File: src/rtl/bft_pkg.sv
// Shared definitions for the butterfly-fat-tree packet network:
// packet geometry helpers and the port direction encoding.
package bft_pkg;

    typedef enum logic [1:0] {
        L  = 2'd0,
        R  = 2'd1,
        UL = 2'd2,
        UR = 2'd3
    } dir_e;

    // Packet layout is {valid, dest[A-1:0], payload}.
    function automatic int p_sz(input int num_leaves, input int payload_sz);
        return 1 + $clog2(num_leaves) + payload_sz;
    endfunction

    function automatic int valid_idx(input int pkt_sz);
        return pkt_sz - 1;
    endfunction

    function automatic int dest_lo(input int payload_sz);
        return payload_sz;
    endfunction

endpackage

File: src/rtl/pi_route_decode.sv
// Per-input route decode: is the packet valid, does it head down into this
// subtree, and if so towards which child.
module pi_route_decode
    import bft_pkg::*;
#(
    parameter int num_leaves = 4,
    parameter int payload_sz = 0,
    parameter int addr       = 0,
    parameter int level      = 1,
    parameter int p_sz       = bft_pkg::p_sz(num_leaves, payload_sz)
) (
    input  logic [p_sz-1:0] pkt,
    output logic            valid,
    output logic            want_down,
    output logic            want_right
);

    localparam int A      = $clog2(num_leaves);
    localparam int V_IDX  = valid_idx(p_sz);
    localparam int D_LO   = dest_lo(payload_sz);
    localparam logic [A-level-1:0] ADDR_V = (A-level)'(addr);

    logic [A-1:0] dest;

    always_comb begin
        dest       = pkt[D_LO +: A];
        valid      = pkt[V_IDX];
        // Bits above this level identify the subtree; matching means "stay below us".
        want_down  = (dest[A-1:level] == ADDR_V);
        want_right = dest[level-1];
    end

endmodule

File: src/rtl/bft_pi_switch.sv
// Four-port bufferless deflection-routed pi switch: fixed-priority allocation
// of every valid input to a distinct output, followed by registered outputs.
module bft_pi_switch
    import bft_pkg::*;
#(
    parameter int num_leaves = 4,
    parameter int payload_sz = 0,
    parameter int addr       = 0,
    parameter int level      = 1,
    parameter int p_sz       = bft_pkg::p_sz(num_leaves, payload_sz)
) (
    input  logic            clk,
    input  logic            reset,
    input  logic [p_sz-1:0] l_bus_i,
    input  logic [p_sz-1:0] r_bus_i,
    input  logic [p_sz-1:0] ul_bus_i,
    input  logic [p_sz-1:0] ur_bus_i,
    output logic [p_sz-1:0] l_bus_o,
    output logic [p_sz-1:0] r_bus_o,
    output logic [p_sz-1:0] ul_bus_o,
    output logic [p_sz-1:0] ur_bus_o
);

    // Inputs and outputs are both indexed by dir_e (L, R, UL, UR).
    logic [p_sz-1:0] in_pkt [4];
    logic [3:0]      in_valid;
    logic [3:0]      in_down;
    logic [3:0]      in_right;

    logic [p_sz-1:0] out_d [4];
    logic [p_sz-1:0] out_q [4];
    logic [3:0]      taken_d;
    logic [1:0]      src_d;
    dir_e            dst_d;
    logic            placed_d;

    assign in_pkt[L]  = l_bus_i;
    assign in_pkt[R]  = r_bus_i;
    assign in_pkt[UL] = ul_bus_i;
    assign in_pkt[UR] = ur_bus_i;

    generate
        for (genvar gi = 0; gi < 4; gi++) begin : g_dec
            pi_route_decode #(
                .num_leaves(num_leaves),
                .payload_sz(payload_sz),
                .addr      (addr),
                .level     (level),
                .p_sz      (p_sz)
            ) u_dec (
                .pkt       (in_pkt[gi]),
                .valid     (in_valid[gi]),
                .want_down (in_down[gi]),
                .want_right(in_right[gi])
            );
        end
    endgenerate

    always_comb begin
        taken_d  = '0;
        src_d    = '0;
        dst_d    = L;
        placed_d = 1'b0;
        for (int j = 0; j < 4; j++) begin
            out_d[j] = '0;
        end
        // Priority ul, ur, l, r maps to direction index (k+2) mod 4.
        for (int k = 0; k < 4; k++) begin
            src_d    = 2'(k + 2);
            placed_d = 1'b0;
            dst_d    = L;
            if (in_valid[src_d]) begin
                if (in_down[src_d]) begin
                    dst_d    = in_right[src_d] ? R : L;
                    placed_d = !taken_d[dst_d];
                end else if (!taken_d[UL]) begin
                    dst_d    = UL;
                    placed_d = 1'b1;
                end else if (!taken_d[UR]) begin
                    dst_d    = UR;
                    placed_d = 1'b1;
                end
                // Deflection: with four inputs and four outputs a free slot always exists.
                for (int j = 0; j < 4; j++) begin
                    if (!placed_d && !taken_d[j]) begin
                        dst_d    = dir_e'(2'(j));
                        placed_d = 1'b1;
                    end
                end
                taken_d[dst_d] = 1'b1;
                out_d[dst_d]   = in_pkt[src_d];
            end
        end
    end

    always_ff @(posedge clk) begin
        for (int j = 0; j < 4; j++) begin
            if (reset) begin
                out_q[j] <= '0;
            end else begin
                out_q[j] <= out_d[j];
            end
        end
    end

    assign l_bus_o  = out_q[L];
    assign r_bus_o  = out_q[R];
    assign ul_bus_o = out_q[UL];
    assign ur_bus_o = out_q[UR];

endmodule

File: config.mk
export PLATFORM = sky130hd
export DESIGN_NAME = bft_pi_switch
export DESIGN_NICKNAME = d
export VERILOG_FILES = /design/src/rtl/bft_pkg.sv /design/src/rtl/pi_route_decode.sv /design/src/rtl/bft_pi_switch.sv
export SDC_FILE = /design/constraint.sdc
export NUM_CORES = 1
export LEC_CHECK = 0
export BUFFER_PORTS_ARGS = -buffer_cell sky130_fd_sc_hd__buf_2
export CAP_MARGIN = 25
export CORE_MARGIN = 1.5
export CORE_UTILIZATION = 51
export DETAILED_ROUTE_END_ITERATION = 10
export HOLD_SLACK_MARGIN = 0.06
export PLACE_DENSITY_LB_ADDON = 0.08
export SYNTH_ARGS = -nofsm -noshare
export SYNTH_HDL_FRONTEND = slang
export SYNTH_SLANG_ARGS = --single-unit
File: constraint.sdc
create_clock -name clk -period 3.8 [get_ports clk]
set_clock_uncertainty 0.2 [all_clocks]
set_input_delay 0.76 -clock clk [delete_from_list [all_inputs] [get_ports clk]]
set_output_delay 0.76 -clock clk [all_outputs]
set_load 0.02 [all_outputs]
==> results of run 1 <==
-- final cells by class --
class | instances | area share
Multi-Input combinational cell | 77 | 0.5361
Sequential cell | 12 | 0.2667
Timing Repair Buffer | 25 | 0.1389
Clock buffer | 3 | 0.02500
Tap cell | 15 | 0.02083
Inverter | 3 | 0.01250
-- final timing paths --
check,end,slack (ns)
setup / recovery,out_q[0][1]$_SDFF_PP0_,1.27
hold / removal,out_q[2][0]$_SDFF_PP0_,0.59
-- logic make-up after synthesis --
family | after synthesis
simple gates | 40
compound gates | 36
flops | 12
buf+inv | 6
xor+xnor | 1
-- report_power, final --
part	internal, mW	switching (mW)	leakage [nW]
sequential	0.134	0.00166	0.0989
clock	0.0366	0.0354	0.0138
combinational	0.0351	0.0565	0.270
-- stage by stage --
step / utilization / cell area, um^2 / setup WS (ns)
3_3_place_gp: 0.6585 / 878.3 / 1.086
4_1_cts: 0.6754 / 900.9 / 1.320
3_5_place_dp: 0.6585 / 878.3 / 1.035
2_1_floorplan: - / 748.2 / 1.179
5_1_grt: 0.6754 / 900.9 / 1.135
6_report: 0.6754 / 900.9 / 1.274
-- worst min-delay path, delay by kind of cell --
family | cells | cell delay, ns
AOI/OAI and AO/OA | 1 | 0.06
and+or+nand+nor | 1 | 0.07
buffers and inverters | 1 | 0.12
-- cell usage in the layout (no fill, tap or decap), types with 2 or more instances in the layout --
cell / instances
o22ai_1: 4
nand3_1: 10
o21a_1: 2
nor2_1: 5
inv_1: 3
nand2b_1: 5
clkbuf_4: 3
dfxtp_1: 12
nand4_1: 2
o21ai_0: 5
buf_2: 25
nand2_1: 7
nor2b_1: 3
a31oi_1: 2
a21oi_1: 11
nor3b_1: 2
-- metal layers --
layer  track usage  wire [um]
met5             0          0
met4             0          0
met3       0.09574        117
met2        0.4141        870
met1        0.3333        886
==> impl_metrics.toml, run 1 <==
[die]
fp.dieW_um = 41.30
coreArea_mm2 = 0.001334
dieHeight_um = 41.30
start_util = 0.5610
die_area_mm2 = 0.001706
ios = 26
rows = 13

[sta]
period_share = 0.6648
worst_slew_pin_slew_ns = 0.4665
setup_tns_ns = 0
fmax_mhz = 395.8
worst_slew_margin_rel = 0.6872
fin_hold_ws_ns = 0.5890
period_minus_slack_ns = 2.526
drv_slew = 0
rsz0062_at_grt = "false"
finalSetupViolations = 0
hold_viol = 0

[synth]
synth-simple-area-share = 0.2960
synth_cells = 95
ys.flop_type = "dfxtp_1"
synth_nets = 109
yosysSeqAreaShare = 0.3211
synth_edf_count = 0
synth_most_common_cell = "dfxtp_1"
synth_common_cells = "dfxtp_1, a21oi_1, nand3_1"
ys_async_sr_fraction = 0
synth_fa_ha_area_frac = 0
yosys.area.top_type = "dfxtp_1"
yosys.area.top_type_share = 0.3211
muxShareOfSynthArea = 0
synth_compound_area_frac = 0.3378
synth_area_um2 = 748.2
ys_top_cells_by_area = "dfxtp_1, a21oi_1, nand3_1"
avgSynthCellArea_um2 = 7.876
synth_cell_types = 35
synth_top_family_by_area = "compound AO/OA/AOI/OAI gates"
synth_xor_area_frac = 0.01171
synth_warnings = 0
ys_ff_latch = 12

[routing]
routedWlPerCell_um = 13.88
drtPass1Iterations = 4
drc = 0
vias = 818
vias_per_cell = 6.059
ant_nets = 0
finalWirelength_mm = 1.874
drt_iter0_drc = 37

[worst_hold_path]
hold_class = "input port to flip-flop"
min_from = "r_bus_i[0]"
hold-path-cell-count = 3

[grt]
antenna_found_initial = 0
grt_usage = 0.2519
overflow = 0
grt_max_degree = 14
first_global_vias = 674
grt_pass1_wl_mm = 2.822

[place]
dp.cells = 132
port_buffers = 25
dp_hpwl_mm = 1.409
gp_congestion = 0.9132

[final_layout]
layout-drive-gt1-share = 0.2917
area.sequential_um2 = 240.2
largest_register_ffs = 12
nFillCells = 124
top_register = "out_q"
antenna_cells = 0
multi_input_area_um2 = 483.0
fin_nets = 136
reg_top3 = "out_q: 12 flops"
syn2layout_area_growth_pct = 20.40
final_cells = 135

[setup_path]
cp_max_fo = 10
crit_family = "compound AO/OA/AOI/OAI gates"
critPathBufInv = 1
worst_setup_path_end_kind = "flip-flop"
crit_chain = "buf_2 -> nand4_1 -> a21boi_2 -> a21boi_0 -> o31a_1 -> o21ai_2 -> or3_1 -> a21oi_1"
crit_slowest_cell = "a21boi_2"
worstPathArrival_ns = 2.52
cp.depth = 8
worstSetupStartpoint = "ul_bus_i[2]"
max_stage_delay_ns = 0.41
crit_type = "input port to flip-flop"
required_ns = 3.80
cp-start-kind = "input port"

[clock_tree]
cts-htree-levels = 1
clockBufferDepth = 2
cts_resized = 0
post_cts_buffers = 0
root_buffer = "clkbuf_4"
cts_inserted_buffers = 3
hold_buffers = 0
clk_pin_slew_ns = 0.06
clock_sinks = 12
cts_tree = "done"

[flow_run]
cap_violations = 0

[pwr]
powerDensity_mw_per_mm2 = 332.7
power_leakage_nw = 0.3830
ir_drop_uv = 263.9
power.total_uw = 299.7

[outcome]
status = "completed"
Note: power is estimated with default switching activity, not from simulation.
==> run 2: changes to the inputs <==
Settings changed: CORE_UTILIZATION 51 to 48.
Clock period 3.8 ns to 2.4 ns, I/O delays scaled along.
==> impl_metrics.toml, run 2 (same netlist as run 1, synthesis figures left out) <==
[routing]
ant_nets = 0
drt_iter0_drc = 22
finalWirelength_mm = 1.852
drc = 0
routedWlPerCell_um = 12.51
vias = 864
vias_per_cell = 5.838
drtPass1Iterations = 6

[sta]
rsz0062_at_grt = "false"
period_minus_slack_ns = 2.147
hold_viol = 0
drv_slew = 0
worst_slew_margin_rel = 0.7564
worst_slew_pin_slew_ns = 0.3615
period_share = 0.8944
fmax_mhz = 465.9
finalSetupViolations = 0
fin_hold_ws_ns = 0.2848
setup_tns_ns = 0

[final_layout]
fin_nets = 147
largest_register_ffs = 12
top_register = "out_q"
final_area_um2 = 998.5
antenna_cells = 0
syn2layout_area_growth_pct = 33.44
layout-drive-gt1-share = 0.3561
layout_commonest_cell = "buf_2"
final_cells = 148
fin_util = 0.6706
final_cell_mix = "buf_2, dfxtp_1, a21oi_1, buf_4, nand3_1"
reg_top3 = "out_q: 12 flops"

[die]
dieHeight_um = 42.48
fp.dieW_um = 42.48
coreArea_mm2 = 0.001489
start_util = 0.5025
ios = 26
rows = 14
die_area_mm2 = 0.001805

[clock_tree]
cts-htree-levels = 1
cts_resized = 0
root_buffer = "clkbuf_4"
cts_inserted_buffers = 3
post_cts_buffers = 0
clockBufferDepth = 2
hold_buffers = 0
clock_sinks = 12
clk_pin_slew_ns = 0.08
cts_tree = "done"

[worst_hold_path]
hold_class = "input port to flip-flop"
hold-path-cell-count = 3

[setup_path]
worst_setup_path_end_kind = "flip-flop"
cp-start-kind = "input port"
cp_max_fo = 10
required_ns = 2.41
crit_type = "input port to flip-flop"
worstPathArrival_ns = 2.15

[flow_run]
cap_violations = 0

[grt]
antenna_found_initial = 0
overflow = 0
grt_max_degree = 14
first_global_vias = 760
grt_pass1_wl_mm = 3.098
grt_usage = 0.2249

[place]
placed_area_um2 = 962.2
gp_congestion = 0.7923
dp_hpwl_mm = 1.517
port_buffers = 25
dp.cells = 144

[pwr]
ir_drop_uv = 216.6
power_leakage_nw = 0.4433
powerDensity_mw_per_mm2 = 537.4

[outcome]
status = "completed"
-- run 2: cell type report --
class / count / area [um^2]
Sequential cell: 12 / 240.2
Timing Repair Buffer: 36 / 207.7
Multi-Input combinational cell: 77 / 483.0
Clock buffer: 4 / 36.28
Inverter: 3 / 11.26
Tap cell: 16 / 20.02
Fill cell: 134 / 490.5
-- run 2: critical path, stage by stage --
cell and delay [ns]:
buf_2 0.15, and2b_4 0.18, o22a_4 0.23, or2_4 0.24
a221oi_2 0.29, o21ai_2 0.12, or3_1 0.31, a21oi_1 0.15
-- run 2: worst paths after layout --
check | endpoint | start | slack (ns)
setup / recovery | out_q[0][1]$_SDFF_PP0_ | ul_bus_i[2] | 0.25
hold / removal | out_q[2][0]$_SDFF_PP0_ | r_bus_i[0] | 0.28
-- run 2: per-stage QoR --
stage	power (mW)	setup slack [ns]
floorplan	0.3169	0.05860
global placement	0.3769	0.02854
detailed placement	0.3798	-0.02426
CTS	0.5365	0.2516
global route	0.5637	0.1347
finish	0.5366	0.2534
-- run 2: routing by layer --
layer,share of wire,wire [um],GRT usage
met5,0,0,0
met4,0.011,21,0.07500
met3,0.063,116,0.03017
met2,0.49,913,0.4246
met1,0.43,800,0.2540
-- run 2: power breakdown --
| part | leakage (nW) | internal (mW) | switching (mW) |
|---|---|---|---|
| clock network | 0.0210 | 0.0924 | 0.0679 |
| registers | 0.0989 | 0.213 | 0.00276 |
| logic | 0.323 | 0.0698 | 0.0911 |
| total | 0.443 | 0.375 | 0.162 |
==> run 3: changes to the inputs <==
Settings changed: CORE_UTILIZATION 48 to 52, SYNTH_HIERARCHICAL from default to 1.
==> impl_metrics.toml, run 3 <==
[setup_path]
required_ns = 2.41
worst_setup_path_end_kind = "flip-flop"
crit_chain = "buf_8 -> clkinvlp_4 -> nand2_1 -> and2_4 -> o32ai_4 -> nand3b_1 -> o211a_1 -> buf_6 -> nor4b_4 -> nand3_2 -> a21oi_2"
crit_type = "input port to flip-flop"
cp-start-kind = "input port"
worstPathArrival_ns = 2.57
max_stage_delay_ns = 0.35
cp_max_fo = 7
crit_slowest_cell = "nor4b_4"

[clock_tree]
clockBufferDepth = 2
clk_pin_slew_ns = 0.08
cts-htree-levels = 1
root_buffer = "clkbuf_4"
cts_inserted_buffers = 3
clock_sinks = 12
cts_tree = "done"
hold_buffers = 0

[synth]
synth_cell_types = 42
ys_ff_latch = 12
synth_most_common_cell = "dfxtp_1"
yosys.area.top_type = "dfxtp_1"
synth_cells = 120
synth_area_mm2 = 0.001054
synth_common_cells = "dfxtp_1, a21oi_1, a222oi_1"
yosys.area.top_type_share = 0.2280
yosysSeqAreaShare = 0.2280
synth_nets = 134
ys.flop_type = "dfxtp_1"
synth_edf_count = 0
avgSynthCellArea_um2 = 8.779
ys_top_cells_by_area = "dfxtp_1, a222oi_1, buf_4"
synth_warnings = 6
ys_async_sr_fraction = 0

[die]
die_area_mm2 = 0.002305
ios = 26
coreArea_mm2 = 0.001942
fp.dieW_um = 48.01
rows = 16
dieHeight_um = 48.01
start_util = 0.5425

[routing]
drt_iter0_drc = 110
drtPass1Iterations = 6
drc = 0
routedWlPerCell_um = 16.47
vias_per_cell = 5.980
ant_nets = 0
vias = 1196
finalWirelength_mm = 3.294

[final_layout]
final_cell_mix = "buf_4, buf_2, dfxtp_1"
fin_nets = 188
layout_commonest_cell = "buf_4"
fin_util = 0.8022
reg_top3 = "out_q: 12 flops"
syn2layout_area_growth_pct = 47.86
top_register = "out_q"
nFillCells = 138
antenna_cells = 0
layout-drive-gt1-share = 0.5491
largest_register_ffs = 12

[sta]
worst_slew_pin_slew_ns = 0.3693
fmax_mhz = 390.6
setup_tns_ns = -1.617
hold_viol = 0
setup_ws_ns = -0.1605
worst_slew_margin_rel = 0.7528
rsz0062_at_grt = "true"
period_minus_slack_ns = 2.560
finalSetupViolations = 12
drv_slew = 0
period_share = 1.067

[pwr]
clkPwrFrac = 0.241
powerDensity_mw_per_mm2 = 435.4
switchingPower_uw = 232.7
seq_power_share = 0.320
ir_drop_uv = 462.8
swShare = 0.3430
power_leakage_nw = 0.6730
p_comb_frac = 0.439
p_int_uw = 445.6

[grt]
grt_max_degree = 18
overflow = 0
grt_pass1_wl_mm = 4.774
met1_usage = 0.3978
grt_usage = 0.2958
met2_usage = 0.4720
use_met3 = 0.08302
first_global_vias = 1078
grt_most_used_layer = "met2"
antenna_found_initial = 0

[worst_hold_path]
hold_class = "input port to flip-flop"

[outcome]
violations = "negative setup slack"
status = "complete, but fails checks"

[flow_run]
cap_violations = 0

[place]
port_buffers = 25
gp_congestion = 0.8925
dp_hpwl_mm = 2.399
run 3: path summary, 6_finish.rpt:
check / from / to / cells past startpoint
worst max-delay path: ur_bus_i[1] / out_q[2][1]$_SDFF_PP0_ / 11
worst min-delay path: r_bus_i[2] / out_q[0][2]$_SDFF_PP0_ / 2
run 3: per-layer routing:
metal	wire length (um)	part of all wire	vias up
met4	76	0.023	0
met3	234	0.071	14
met1	1416	0.43	539
met5	0	0	-
met2	1566	0.48	67
li1	-	-	576
run 3: power groups by stage:
stage	Sequential (mW)	Clock (mW)	Combinational, mW
floorplan	0.241	0	0.148
global placement	0.221	0	0.254
detailed placement	0.222	0	0.259
CTS	0.217	0.162	0.284
global route	0.219	0.175	0.319
finish	0.217	0.164	0.298
run 3: cells by family (layout without fill, tap and decap cells):
| group | after synthesis | after routing | synth area share |
|---|---|---|---|
| AND/OR/NAND/NOR | 41 | 41 | 0.2732 |
| XOR/XNOR | 1 | 1 | 0.008315 |
| AO/OA/AOI/OAI | 47 | 47 | 0.3682 |
| buffers and inverters | 18 | 71 | 0.1009 |
| multiplexers | 1 | 1 | 0.02138 |
| flip-flops | 12 | 12 | 0.2280 |
run 3: what timing repair did:
item | CTS | global route
buffers inserted | 4 | 0
endpoints found under the setup margin | 12 | 12
pin swaps | 8 | 6
resized for setup | 13 | 9
run 3: area by class of cell:
type / instances / area (um^2) / area share
clock buffer: 4 / 36.28 / 0.02329
inverter: 6 / 26.28 / 0.01687
multi-input combinational: 90 / 812.0 / 0.5213
sequential: 12 / 240.2 / 0.1542
tap: 27 / 33.78 / 0.02169
timing repair buffer: 61 / 409.1 / 0.2627
run 3: worst max-delay path: cells and delay by family:
family | cells | cell delay [ns]
AO/OA/AOI/OAI | 3 | 0.78
buffers and inverters | 3 | 0.37
AND/OR/NAND/NOR | 5 | 0.93
run 3: per-stage QoR:
step           setup slack (ns)  instance area [um^2]  total power, mW  hold slack (ns)  instances
2_1_floorplan           -0.1833                  1100           0.3889           0.3941        120
3_3_place_gp            -0.3857                  1400           0.4753           0.5698        192
3_5_place_dp            -0.4406                  1400           0.4808           0.5609        192
4_1_cts                 -0.1425                  1524           0.6627           0.2797        200
5_1_grt                 -0.2707                  1558           0.7125           0.2832        200
6_report                -0.1605                  1558           0.6782           0.2842        200
